$ cat config.mk
export PLATFORM = sky130hd
export DESIGN_NAME = membuf
export DESIGN_NICKNAME = d
export VERILOG_FILES = /design/src/rtl/membuf_pkg.sv /design/src/rtl/membuf_mem_align.sv /design/src/rtl/membuf.sv
export SDC_FILE = /design/constraint.sdc
export NUM_CORES = 2
export LEC_CHECK = 0
export CORE_MARGIN = 1
export CORE_UTILIZATION = 48
export CTS_BUF_LIST = sky130_fd_sc_hd__clkbuf_2 sky130_fd_sc_hd__clkbuf_4 sky130_fd_sc_hd__clkbuf_8
export DETAILED_ROUTE_END_ITERATION = 7
export DONT_BUFFER_PORTS = 1
export GPL_ROUTABILITY_DRIVEN = 0
export HOLD_SLACK_MARGIN = 0.12
export MAX_ROUTING_LAYER = met4
export RECOVER_POWER = 100
export SYNTH_ARGS = -nofsm -noshare
export SYNTH_HDL_FRONTEND = slang
export SYNTH_HIERARCHICAL = 1
export SYNTH_SLANG_ARGS = --single-unit
$ cat constraint.sdc
create_clock -name clk -period 6.7 [get_ports clk]
set_input_delay 0.335 -clock clk [delete_from_list [all_inputs] [get_ports clk]]
set_output_delay 0.335 -clock clk [all_outputs]
set_load 0.01 [all_outputs]
$ cat src/rtl/membuf_pkg.sv
// Shared sizing, para-field layout, FSM encoding and queue entry type for membuf.
package membuf_pkg;

   localparam int XLEN     = 32;
   localparam int RGBIT    = 5;
   localparam int EXEC_LEN = 3;
   localparam int MEMB_LEN = 8;
   localparam int MEMB_OFF = 4;                 // clog2(MEMB_LEN+1)
   localparam int PTR_W    = $clog2(MEMB_LEN);

   // mem_para lane layout: {store, unsigned, size[1:0]}
   localparam int PARA_W  = 4;
   localparam int P_STORE = 3;
   localparam int P_UNS   = 2;

   localparam logic [1:0] SZ_B = 2'd0;
   localparam logic [1:0] SZ_H = 2'd1;
   localparam logic [1:0] SZ_W = 2'd2;

   typedef enum logic [1:0] {
      ST_IDLE = 2'd0,
      ST_REQ  = 2'd1,
      ST_WAIT = 2'd2
   } state_t;

   typedef struct packed {
      logic             store;
      logic             uns;
      logic [1:0]       size;
      logic [RGBIT-1:0] rd;
      logic [XLEN-1:0]  addr;
      logic [XLEN-1:0]  wdata;
   } mem_op_t;

   // Circular pointer advance; n never exceeds MEMB_LEN so one wrap is enough.
   function automatic logic [PTR_W-1:0] ptr_add(input logic [PTR_W-1:0] p,
                                                input logic [MEMB_OFF-1:0] n);
      int s;
      s = int'(p) + int'(n);
      if (s >= MEMB_LEN) s = s - MEMB_LEN;
      return PTR_W'(s);
   endfunction

endpackage

$ cat src/rtl/membuf_mem_align.sv
// Byte-lane steering for the head entry: store byte enables / write shift and
// load byte/halfword extraction with sign or zero extension.
module mem_align
   import membuf_pkg::*;
(
   input  logic [1:0]      size,
   input  logic            uns,
   input  logic [1:0]      ofs,
   input  logic [XLEN-1:0] wdata,
   input  logic [XLEN-1:0] rdata,
   output logic [3:0]      be,
   output logic [XLEN-1:0] wdata_sh,
   output logic [XLEN-1:0] ldata
);

   logic [XLEN-1:0] rsh;

   // Misaligned H/W simply lose the bits shifted past lane 3.
   always_comb begin
      be = 4'hF;
      case (size)
         SZ_B:    be = 4'b0001 << ofs;
         SZ_H:    be = 4'b0011 << ofs;
         SZ_W:    be = 4'hF;
         default: be = 4'hF;
      endcase
      wdata_sh = wdata << {ofs, 3'b000};
   end

   // Load: bring the addressed byte/half down to bit 0, then extend.
   always_comb begin
      rsh   = rdata >> {ofs, 3'b000};
      ldata = rdata;
      case (size)
         SZ_B:    ldata = {{(XLEN-8){~uns & rsh[7]}}, rsh[7:0]};
         SZ_H:    ldata = {{(XLEN-16){~uns & rsh[15]}}, rsh[15:0]};
         default: ldata = rdata;
      endcase
   end

endmodule

$ cat src/rtl/membuf.sv
// In-order load/store buffer: compacts up to EXEC_LEN ops per cycle into a
// circular queue, issues the head to the data bus and retires one op per cycle.
module membuf
   import membuf_pkg::*;
(
   input  logic                               clk,
   input  logic                               rst,
   input  logic [EXEC_LEN-1:0]                mem_vld,
   input  logic [EXEC_LEN-1:0][PARA_W-1:0]    mem_para,
   input  logic [EXEC_LEN-1:0][RGBIT-1:0]     mem_rd,
   input  logic [EXEC_LEN-1:0][XLEN-1:0]      mem_addr,
   input  logic [EXEC_LEN-1:0][XLEN-1:0]      mem_wdata,
   output logic [MEMB_OFF-1:0]                membuf_cnt,
   output logic [MEMB_OFF-1:0]                membuf_free,
   output logic                               mem_overflow,
   output logic                               dmem_req,
   output logic                               dmem_we,
   output logic [XLEN-1:0]                    dmem_addr,
   output logic [3:0]                         dmem_be,
   output logic [XLEN-1:0]                    dmem_wdata,
   input  logic                               dmem_ready,
   input  logic                               dmem_resp,
   input  logic [XLEN-1:0]                    dmem_rdata,
   output logic                               mem_release,
   output logic [RGBIT-1:0]                   mem_sel,
   output logic [XLEN-1:0]                    mem_data
);

   mem_op_t                          queue [MEMB_LEN];
   mem_op_t [EXEC_LEN-1:0]           lane_op;
   mem_op_t                          hd;
   logic [PTR_W-1:0]                 head, tail;
   logic [MEMB_OFF-1:0]              occ, occ_next, free, n_vld, n_acc;
   logic [EXEC_LEN-1:0][MEMB_OFF-1:0] slot;
   logic [EXEC_LEN-1:0]              acc;
   logic                             remain;
   state_t                           state, state_nxt;
   logic [3:0]                       be;
   logic [XLEN-1:0]                  wsh, ldata;

   for (genvar i = 0; i < EXEC_LEN; i++) begin : g_lane
      assign lane_op[i] = '{store: mem_para[i][P_STORE], uns: mem_para[i][P_UNS],
                            size: mem_para[i][1:0], rd: mem_rd[i],
                            addr: mem_addr[i], wdata: mem_wdata[i]};
   end

   // Free space is from current occupancy: a retire this cycle frees a slot next cycle.
   assign free        = MEMB_OFF'(MEMB_LEN) - occ;
   assign membuf_free = free;
   assign membuf_cnt  = occ - MEMB_OFF'(mem_release);
   assign occ_next    = occ + n_acc - MEMB_OFF'(mem_release);

   // Prefix sum over lane valids: compacted slot per lane, drop lanes past free space.
   always_comb begin
      n_vld = '0;
      n_acc = '0;
      acc   = '0;
      slot  = '0;
      for (int i = 0; i < EXEC_LEN; i++) begin
         slot[i] = n_vld;
         acc[i]  = mem_vld[i] && (n_vld < free);
         n_vld   = n_vld + MEMB_OFF'(mem_vld[i]);
         n_acc   = n_acc + MEMB_OFF'(acc[i]);
      end
      // Entries left after retiring the head, counting this cycle's arrivals.
      remain = (occ + n_acc) > MEMB_OFF'(1);
   end

   assign hd = queue[head];

   mem_align u_align (
      .size     (hd.size),
      .uns      (hd.uns),
      .ofs      (hd.addr[1:0]),
      .wdata    (hd.wdata),
      .rdata    (dmem_rdata),
      .be       (be),
      .wdata_sh (wsh),
      .ldata    (ldata)
   );

   // Issue/retire FSM; bus and retire outputs are decodes of state and bus inputs.
   always_comb begin
      state_nxt   = state;
      dmem_req    = 1'b0;
      dmem_we     = 1'b0;
      dmem_addr   = '0;
      dmem_be     = '0;
      dmem_wdata  = '0;
      mem_release = 1'b0;
      mem_sel     = '0;
      mem_data    = '0;
      case (state)
         ST_IDLE: if (occ != '0) state_nxt = ST_REQ;
         ST_REQ: begin
            dmem_req   = 1'b1;
            dmem_we    = hd.store;
            dmem_addr  = {hd.addr[XLEN-1:2], 2'b00};
            dmem_be    = be;
            dmem_wdata = wsh;
            if (dmem_ready) begin
               if (hd.store) begin
                  mem_release = 1'b1;
                  state_nxt   = remain ? ST_REQ : ST_IDLE;
               end else begin
                  state_nxt   = ST_WAIT;
               end
            end
         end
         ST_WAIT: if (dmem_resp) begin
            mem_release = 1'b1;
            mem_sel     = hd.rd;
            mem_data    = ldata;
            state_nxt   = remain ? ST_REQ : ST_IDLE;
         end
         default: state_nxt = ST_IDLE;
      endcase
   end

   // Control state: FSM, pointers, occupancy and sticky overflow.
   always_ff @(posedge clk) begin
      if (rst) begin
         state        <= ST_IDLE;
         occ          <= '0;
         head         <= '0;
         tail         <= '0;
         mem_overflow <= 1'b0;
      end else begin
         state <= state_nxt;
         occ   <= occ_next;
         tail  <= ptr_add(tail, n_acc);
         if (mem_release)  head <= ptr_add(head, MEMB_OFF'(1));
         if (n_vld > free) mem_overflow <= 1'b1;
      end
   end

   // Entry storage; contents are only meaningful between tail and head, so no reset.
   always_ff @(posedge clk) begin
      for (int i = 0; i < EXEC_LEN; i++)
         if (!rst && acc[i]) queue[ptr_add(tail, slot[i])] <= lane_op[i];
   end

endmodule

==> impl_results.rst <==
.. list-table::
   :header-rows: 1

   * - Metric
     - Value
   * - Number of storage elements in the synthesis netlist
     - 600
   * - Total negative setup slack
     - 0 ps
   * - Met3 routing resource usage after global routing
     - 10.4%
   * - Die Span X
     - 292 um
   * - Commonest cells after routing, fill and taps aside
     - sky130_fd_sc_hd__nand2_1, sky130_fd_sc_hd__nor3_1, sky130_fd_sc_hd__a31oi_1
   * - CTS H-Tree Depth
     - 3
   * - Synthesized area per cell
     - 9.11 um2
   * - Root Buffer
     - sky130_fd_sc_hd__clkbuf_8
   * - Height of the die
     - 292 um
   * - Crit path capture type
     - flop
   * - Start point of the worst min-delay path
     - mem_wdata[38]
   * - Post-synth top area share
     - 43.6%
   * - RSZ-0062 raised after global routing
     - no
   * - Max Clk Rate
     - 171 MHz
   * - Post-detailed-route via-to-cell ratio
     - 7.13
   * - Worst supply voltage drop on vdd
     - 0.000726 V
   * - Effective utilization at floorplan
     - 48.8%
   * - TritonCTS clock tree
     - built
   * - Placeable core region
     - 82500 um2
   * - Number of detailed-routing iterations run before antenna repair
     - 6
   * - Detailed router's first-iteration violation count
     - 6318
   * - Worst r2r src
     - occ[0]
   * - Fraction of final layout cells sized beyond drive strength 1
     - 10.2%
   * - Number of flops mapped to enable cells by yosys
     - 584
   * - Number of vias after detailed routing
     - 39600
   * - Final setup vio count
     - 0
   * - Synth Area in Adders
     - 0.970%
   * - # placed instances
     - 4989
   * - Final net count
     - 4658
   * - Failing checks
     - capacitance limit, slew limit
   * - Post-CTS Setup Repair Bufs
     - 0
   * - Dominant combinational cell family by area after synthesis
     - simple AND/OR/NAND/NOR gates
   * - Post-Syn Area
     - 40200 um2
   * - Commonest register cell after synthesis
     - sky130_fd_sc_hd__edfxtp_1
   * - Number of cells on the worst hold path
     - 4
   * - Arrival @ worst endpoint
     - 6340 ps
   * - Number of sinks on the clock net
     - 600
   * - Worst Path Max Fanout
     - 53
   * - Initial antenna violation count
     - 22
   * - Overall overflow remaining after global route
     - 0
   * - Synth Area in Simple Gates
     - 18.6%
   * - I/O pin total
     - 375
   * - Largest cells by area after synthesis
     - sky130_fd_sc_hd__edfxtp_1, sky130_fd_sc_hd__a31oi_1, sky130_fd_sc_hd__mux4_2
   * - Cts repair resizes
     - 0
   * - Portion of the post-synthesis area used by sequential elements
     - 44.4%
   * - TritonCTS buffer count
     - 110
   * - Half-perimeter wire length of the detailed placement result
     - 86.3 mm
   * - Detailed-route wire length per cell
     - 30.8 um
   * - Die footprint
     - 85000 um2
   * - CTS hold repair buffers
     - 341
   * - Power density over cell area
     - 388 nW/um2
   * - Number of remaining DRC errors
     - 0
   * - Worst-Skew Late Latency
     - 780 ps
   * - Critical path class
     - flop to flop
   * - Clk slew on worst S/H paths
     - 60 ps
   * - Nature of the critical path startpoint
     - flop
   * - Final hold viol count
     - 0
   * - Largest clock skew in the final design
     - 53.9 ps
   * - Transition time of the tightest slew-check pin
     - 3010 ps
   * - Most common library cell in the layout ignoring fill and taps
     - sky130_fd_sc_hd__nand2_1
   * - Final cycle utilization of the critical path
     - 87.4%
   * - Clock buffer depth
     - 3
   * - Layer with the highest usage
     - met2
   * - Total global routing track utilization
     - 40.2%
   * - Leak Pwr
     - 13.3 nW
   * - Worst setup slack for register-to-register paths
     - 840 ps
   * - Count of distinct cell types in the synthesized netlist
     - 56
   * - Vias in the first global route
     - 37500
   * - Wire length of the first global-routing pass
     - 250 mm
   * - Synthesized-area fraction occupied by ao, oa, aoi and oai cells
     - 18.1%
   * - Min Tclk post-route
     - 5860 ps
   * - Number of standard cells in the layout, taps in and fillers out
     - 5559
   * - Share of flip-flops with an asynchronous set or reset
     - 0%
   * - Layout Area Growth over Synthesis
     - 12.7%
   * - Critical path launch point
     - occ[0]
   * - # Max-Cap Violations
     - 20
   * - Routing usage on met1
     - 52.3%
   * - Count of final max-slew check failures
     - 926
   * - Pin count of the biggest net entering global routing
     - 209
   * - CP required
     - 7180 ps
   * - R2R Path End
     - queue[5][29]
   * - Synthesized-area fraction occupied by xor and xnor cells
     - 0.261%
   * - Antenna viol nets, final
     - 0
   * - Count of input and output buffers
     - 0
   * - Number of warnings printed during yosys synthesis
     - 6
   * - Max transition margin
     - -100%
   * - Mux cell area share after synthesis
     - 11.0%
   * - Met2 track demand over resource in global routing
     - 59.7%
   * - Cells on worst reg2reg path
     - 9
   * - Endpoint of the worst hold path
     - queue[5][6]
   * - Run status
     - complete, but fails checks
   * - Hold/Removal Path Class
     - primary input to flop
   * - Number of instances in the synthesized netlist
     - 4416
   * - Row Count
     - 105
   * - Post-synth top area cell
     - sky130_fd_sc_hd__edfxtp_1
   * - Total Routed Length
     - 171 mm
## through the flow
step	setup slack, ps	utilization, %	power [mW]	hold slack, ps	instance area, um2
final	842	55.0	17.6	145	45300
after global routing	703	55.0	18.0	152	45300
after CTS	1680	55.0	17.2	123	45400
after detailed placement	2200	48.2	13.3	422	39800
after global placement	2290	48.2	13.2	418	39800
after floorplan	688	-	10.8	461	40300
## where the power goes
group	switching [mW]	leakage, nW	internal [mW]
clock network	1.70	1.13	1.86
logic	6.56	6.69	1.97
registers	0.238	5.45	5.27
## sequential cells by signal, indices dropped and copies added, names as in the netlist, named ones only
| signal | count |
|---|---|
| tail | 3 |
| mem_overflow | 1 |
| head | 3 |
| state | 2 |
| queue | 584 |
| occ | 4 |
## per-layer routing
layer | vias to the layer above | routed length, um | share of wire [%]
met5 | - | 0 | 0
met4 | 0 | 6600 | 3.9
met3 | 551 | 25200 | 15
met2 | 3476 | 76600 | 45
met1 | 19100 | 62700 | 37
li1 | 16500 | - | -
## kinds of logic (layout without fill, tap and decap cells)
family	count (synthesis)	in the layout
and+or+nand+nor	1650	1650
buffers and inverters	593	635
muxes	256	256
xor gates and xnor gates	12	12
DFF	600	600
other	1	32
AOI/OAI and AO/OA	1275	1275
adders and majority gates	29	29
## cell usage after synthesis, drive strengths merged (2+ instances only)
cell,instances
a211o,2
a211oi,10
a21boi,2
a21oi,25
a221oi,7
a22oi,3
a311o,3
a311oi,2
a31oi,591
a41o,2
and2,45
and3,35
buf,218
clkbuf,352
dfxtp,16
edfxtp,584
fa,4
ha,24
inv,23
mux2,47
mux2i,65
mux4,144
nand2,651
nand2b,68
nand3,8
nor2,200
nor2b,19
nor3,588
nor3b,18
o211ai,9
o21ai,602
o21bai,2
o31ai,7
or2,12
or3,3
xnor2,7
xor2,5
## worst max-delay path by stage
stage	endpoint	slack, ps
after global routing	queue[4][62]	700
after global placement	queue[2][63]	2290
after floorplan	queue[2][0]	690
after CTS	mem_data[9]	1680
after detailed placement	queue[2][60]	2200
final	queue[5][29]	840
## final cells by class
| class | count | area (um2) |
|---|---|---|
| fill | 7360 | 37200 |
| multi-input combinational | 3224 | 19800 |
| sequential | 600 | 17900 |
| timing repair buffer | 413 | 4000 |
| clock buffer | 159 | 1890 |
| tap | 1070 | 1340 |
| clock inverter | 40 | 243 |
| inverter | 23 | 86.3 |
| antenna | 30 | 75.1 |
## critical path: stages (launching register included)
cell	delay, ps
sky130_fd_sc_hd__dfxtp_1	400
sky130_fd_sc_hd__inv_1	160
sky130_fd_sc_hd__ha_1	180
sky130_fd_sc_hd__nor2b_1	270
sky130_fd_sc_hd__a211o_1	570
sky130_fd_sc_hd__a41o_1	1040
sky130_fd_sc_hd__or2_2	1620
sky130_fd_sc_hd__buf_4	600
sky130_fd_sc_hd__a31oi_1	150
sky130_fd_sc_hd__dlygate4sd3_1	590
Power figures use the tool's default switching activity.
